### src/rtl/regs_bank.sv
// Multi-channel register bank: per-channel DATA/SHADOW/CTRL/STAT registers behind a
// single-cycle request/response bus, with global snapshot and a level interrupt.
module regs_bank #(
    parameter int              DW       = 32,
    parameter int              AW       = 10,
    parameter int              NCH      = 4,
    parameter logic [DW-1:0]   DATA_RST = '0
) (
    input  logic            clk,
    input  logic            rst_n,
    input  logic            req,
    input  logic            we,
    input  logic [AW-1:0]   addr,
    input  logic [DW-1:0]   wdata,
    input  logic [DW/8-1:0] wstrb,
    input  logic            snap,
    output logic            rsp_valid,
    output logic [DW-1:0]   rdata,
    output logic            err,
    output logic            irq
);

    localparam int CW = (NCH > 1) ? $clog2(NCH) : 1;
    localparam int SW = DW / 8;
    localparam int LW = AW + 1;
    localparam logic [LW-1:0] LIMIT = LW'(NCH * 16);

    logic [DW-1:0]  data_q   [NCH];
    logic [DW-1:0]  shadow_q [NCH];
    logic [NCH-1:0] ctrl_auto;
    logic [NCH-1:0] ctrl_ie;
    logic [NCH-1:0] stat_wr;
    logic [NCH-1:0] stat_ovf;

    logic [CW-1:0]  ch_idx;
    logic [1:0]     reg_sel;
    logic           in_range;
    logic           mapped;
    logic           wr_data;
    logic           wr_ctrl;
    logic           wr_stat;
    logic [DW-1:0]  rd_val;

    generate
        if (AW >= CW + 4) begin : g_idx
            assign ch_idx = addr[CW+3:4];
        end else begin : g_idx_one
            assign ch_idx = '0;
        end
    endgenerate

    assign reg_sel  = addr[3:2];
    assign in_range = ({1'b0, addr} < LIMIT);
    // SHADOW is read-only, so a write to it is decoded as unmapped.
    assign mapped   = in_range && (addr[1:0] == 2'b00) && !(we && (reg_sel == 2'd1));
    assign wr_data  = req && we && mapped && (reg_sel == 2'd0);
    assign wr_ctrl  = req && we && mapped && (reg_sel == 2'd2);
    assign wr_stat  = req && we && mapped && (reg_sel == 2'd3);

    always_comb begin
        rd_val = '0;
        case (reg_sel)
            2'd0:    rd_val = data_q[ch_idx];
            2'd1:    rd_val = shadow_q[ch_idx];
            2'd2:    rd_val[1:0] = {ctrl_ie[ch_idx], ctrl_auto[ch_idx]};
            default: rd_val[1:0] = {stat_ovf[ch_idx], stat_wr[ch_idx]};
        endcase
    end

    // Shadow loads read the pre-edge DATA, so a same-cycle write is never captured.
    always_ff @(posedge clk or negedge rst_n) begin
        if (!rst_n) begin
            for (int i = 0; i < NCH; i++) begin
                data_q[i]   <= DATA_RST;
                shadow_q[i] <= DATA_RST;
            end
            ctrl_auto <= '0;
            ctrl_ie   <= '0;
            stat_wr   <= '0;
            stat_ovf  <= '0;
        end else begin
            for (int i = 0; i < NCH; i++) begin
                if (ctrl_auto[i] || snap) begin
                    shadow_q[i] <= data_q[i];
                end
                if (wr_data && (ch_idx == CW'(i))) begin
                    for (int b = 0; b < SW; b++) begin
                        if (wstrb[b]) begin
                            data_q[i][b*8 +: 8] <= wdata[b*8 +: 8];
                        end
                    end
                    stat_wr[i] <= 1'b1;
                    if (stat_wr[i]) begin
                        stat_ovf[i] <= 1'b1;
                    end
                end
                if (wr_ctrl && (ch_idx == CW'(i))) begin
                    ctrl_auto[i] <= wdata[0];
                    ctrl_ie[i]   <= wdata[1];
                end
                if (wr_stat && (ch_idx == CW'(i))) begin
                    if (wdata[0]) begin
                        stat_wr[i] <= 1'b0;
                    end
                    if (wdata[1]) begin
                        stat_ovf[i] <= 1'b0;
                    end
                end
            end
        end
    end

    // Bus: a request is taken on any edge where req=1 (no backpressure); its
    // response appears as a one-cycle rsp_valid pulse with rdata/err on the next cycle.
    always_ff @(posedge clk or negedge rst_n) begin
        if (!rst_n) begin
            rsp_valid <= 1'b0;
            rdata     <= '0;
            err       <= 1'b0;
            irq       <= 1'b0;
        end else begin
            rsp_valid <= req;
            err       <= req && !mapped;
            rdata     <= (req && !we && mapped) ? rd_val : '0;
            irq       <= |(ctrl_ie & stat_wr);
        end
    end

endmodule
### config.mk
export PLATFORM = sky130hd
export DESIGN_NAME = regs_bank
export DESIGN_NICKNAME = d
export VERILOG_FILES = /design/src/rtl/regs_bank.sv
export SDC_FILE = /design/constraint.sdc
export NUM_CORES = 1
export LEC_CHECK = 0
export ABC_AREA = 1
export CAP_MARGIN = 20
export CORE_MARGIN = 2
export CORE_UTILIZATION = 61
export DETAILED_ROUTE_END_ITERATION = 10
export PLACE_DENSITY = 0.87
export SLEW_MARGIN = 25
export SYNTH_ARGS = -nofsm -noshare
export SYNTH_HDL_FRONTEND = slang
export SYNTH_SLANG_ARGS = --single-unit
### constraint.sdc
create_clock -name clk -period 2.6 [get_ports clk]
set_input_delay 0.52 -clock clk [delete_from_list [all_inputs] [get_ports clk]]
set_output_delay 0.52 -clock clk [all_outputs]
set_load 0.005 [all_outputs]
==> flow_summary.yaml <==
min_path:
  hold_class: "input pin to flop"
  whs_path_depth: 1
  min_from: "req"
  hold_end: "rsp_valid"
worst_setup_path:
  critPathTopFamily: "buffers and inverters"
  reg2regPathDepth: 4
  cp_max_delay_cell: "clkdlybuf4s50_1"
  timing.critical_path.to_type: "output port"
  worst_ep_arrival_time_ps: 1490
  timing.critical_path.cells: "clkdlybuf4s50_1"
  regToRegEndpoint: "shadow_q[87]"
  critical_path_max_stage_delay_ps: 520
  worst_ep_required_time_ps: 2080
  worstSetupPathType: "flop to output port"
  r2r_setup_slack_ps: 1170
  worstPathMaxFanout: 1
  critPathBufInv: 1
  r2r-start: "ctrl_auto[1]"
  worst_setup_path_start_kind: "flop"
timing:
  skew_ps: 7.04
  f_max_mhz: 499
  finalSetupTns_ps: 0
  drv_slew: 0
  timing_worst_slew_pin_value_ps: 609
  finalCriticalPeriod_ps: 2010
  hold_viol_final: 0
  post-route-period-util_pct: 77.1
  slew-limit-headroom_pct: 59.3
  setup_viol_count_final: 0
  layout_setup_ws_ps: 595
  grt_setup_unrepaired: "false"
cts:
  clk_pin_slew_worst_paths_ps: 60
  clk-insertion-delay-late_ps: 560
  cts_max_path_buffers: 3
  cts_htree_levels: 1
  cts_inserted_buffers: 30
  cts_tree: "done"
  cell_chosen_for_the_clock_root: "clkbuf_16"
  numClockSinks: 307
yosys:
  post_synth_edffs: 0
  synth_most_common_cell: "nand2_1"
  synth_compound_area_share_pct: 9.95
  simple_gate_area_share_of_the_yosys_netlist_pct: 26.5
  synth_top_family_by_area: "simple AND/OR/NAND/NOR gates"
  yosys.area_share.xor_xnor_pct: 0
  synth_seq_area_share_pct: 55.6
  adder_cell_fraction_of_synth_area_pct: 0
  mappedNetlistNets: 1685
  post_synth_main_area_contributors: "dfrtp_1 56%, nand2_1 16%, o21ai_0 5.8%"
  synthDominantAreaCellType: "dfrtp_1"
  post_synth_most_frequent_cells: "593 x nand2_1, 307 x dfrtp_1, 161 x o21ai_0"
  post-synth-top-area-fraction_pct: 55.6
  postSynthCellCount: 1634
  synth_area_per_cell_sq_um: 8.46
  post_synth_instance_area_sq_um: 13800
  yosys-mux-area-fraction_pct: 0.652
  asyncSetResetFlopFracSynth_pct: 100
  ys_ff_latch: 307
  most_frequently_used_flop_master_after_synthesis: "dfrtp_1"
  yosysUniqueCellTypes: 28
  syn_warnings: 0
layout:
  layout.filler_cells: 1534
  post_route_cells_drive_above_1_share_pct: 8.22
  layout.nets: 1756
  final-seq-area_sq_um: 7680
  num_antenna_cells: 0
  multi_input_comb_area_sq_um: 5190
  syn2layout_area_growth_pct: 18.2
  fin_util_pct: 72.8
placed_design:
  pre_cts_ws_ps: 204
  gp_congestion: 0.856
  dpl.hpwl_um: 22800
  port_buffers: 85
power_and_ir_drop:
  internal_power_mw: 7.79
  fin_total_pwr_mw: 10.1
  seqPwrFrac_pct: 47.7
  power.static_leakage_nw: 7.56
  power.share.switching_pct: 22.8
  max-vdd-ir-drop_uv: 391
  power.net_switching_mw: 2.30
  power.share.clock_pct: 46.1
  combinational_power_share_pct: 6.2
  power_density_nw_per_um2: 617
floorplan:
  fp.coreArea_sq_um: 22400
  rows: 55
  io_pins: 86
  dieArea_sq_um: 23900
  initial_utilization_pct: 61.6
  die_h_um: 155
  die_extent_in_x_um: 155
run:
  cap_viol_max_count: 0
route:
  routed-via-count: 12500
  routedWlPerCell_um: 20.0
  postRouteAntennaNets: 0
  drt_iter0_markers: 1419
  first_pass_iteration_count_of_the_detailed_router: 6
  post-route-drc-count: 0
  post_drt_via_cell_ratio: 6.23
  detail_route.wirelength_um: 40200
grt:
  grt_pass1_vias: 12800
  grtUsageTotal_pct: 34.1
  grt.overflow.total: 0
  grt_antenna_before_repair: 0
  grt_max_degree: 83
  wire_length_of_the_first_global_routing_pass_um: 64800
outcome:
  run_status: "completed"
-- power by group through the flow --
stage / clock (mW) / sequential (mW) / combinational [mW]
5_1_grt: 4.86 / 4.81 / 0.663
3_3_place_gp: 0 / 4.90 / 0.604
4_1_cts: 4.67 / 4.81 / 0.617
3_5_place_dp: 0 / 4.90 / 0.610
6_report: 4.65 / 4.81 / 0.630
2_1_floorplan: 0 / 4.89 / 0.224
-- routing by layer --
metal  share of wire, %  vias to the layer above  GRT usage (%)
met5                  0                        -              0
met4                5.6                        0           18.4
met3                 12                      204           6.28
met2                 47                      911           55.5
met1                 35                     5931           44.0
li1                   -                     5487              -
-- sequential cells by signal, summed over array words and instances, names as in the netlist --
name       flops
rsp_valid      1
rdata         32
stat_wr        4
data_q       128
stat_ovf       4
ctrl_ie        4
ctrl_auto      4
shadow_q     128
irq            1
err            1
-- what timing repair did --
action / 4_1_cts / 5_1_grt
hold buffers: 1 / 0
hold endpoints to repair: 59 / 0
resized for setup: 0 / 0
buffers inserted: 0 / 0
-- stage by stage --
step	cells	area (sq um)	hold slack, ps
global placement	1957	15300	462
detailed placement	1957	15300	465
global route	2012	16300	483
CTS	2012	16300	459
floorplan	1634	13800	224
finish	2012	16300	469
-- placed cells by master (no fill, tap or decap), types with 2 or more instances in the layout --
master	Yosys	final
nand2_1	593	593
dfrtp_1	307	307
o21ai_0	161	161
inv_1	141	141
nand3_1	136	136
clkdlybuf4s50_1	0	84
o22ai_1	60	60
nand4_1	49	49
a21oi_1	34	34
clkbuf_16	0	31
buf_4	3	25
buf_12	0	22
nor2_1	20	14
nor2_4	5	13
clkbuf_8	0	13
nand4_4	10	10
mux2_2	8	8
clkinv_2	0	6
bufinv_16	0	3
nand2_2	2	2
o2111ai_1	2	2
nand4_2	2	2
-- cell families (layout without fill, tap and decap cells) --
kind of cell | Yosys count | after routing
AOI/OAI and AO/OA | 258 | 258
muxes | 8 | 8
DFF | 307 | 307
and+or+nand+nor | 824 | 824
buffers and inverters | 237 | 330
-- cell type report --
class	instances	area share, %
flip-flops and latches	307	47.0
multi-input cells	1090	31.8
repair buffers	133	9.14
clock buffers	45	5.87
inverters	143	3.29
well taps	285	2.18
clock inverters	9	0.735
-- worst max path at each step --
stage | depth (start not counted) | slack (ps) | endpoint | start
2_1_floorplan | 7 | 940 | data_q[120] | addr[6]
3_3_place_gp | 6 | 250 | rdata[8] | addr[5]
5_1_grt | 1 | 590 | rdata[9] | rdata[9]
6_report | 1 | 590 | rdata[2] | rdata[2]
3_5_place_dp | 8 | 200 | rdata[26] | addr[5]
4_1_cts | 1 | 600 | rdata[2] | rdata[2]
(Power assumes the default switching activity.)
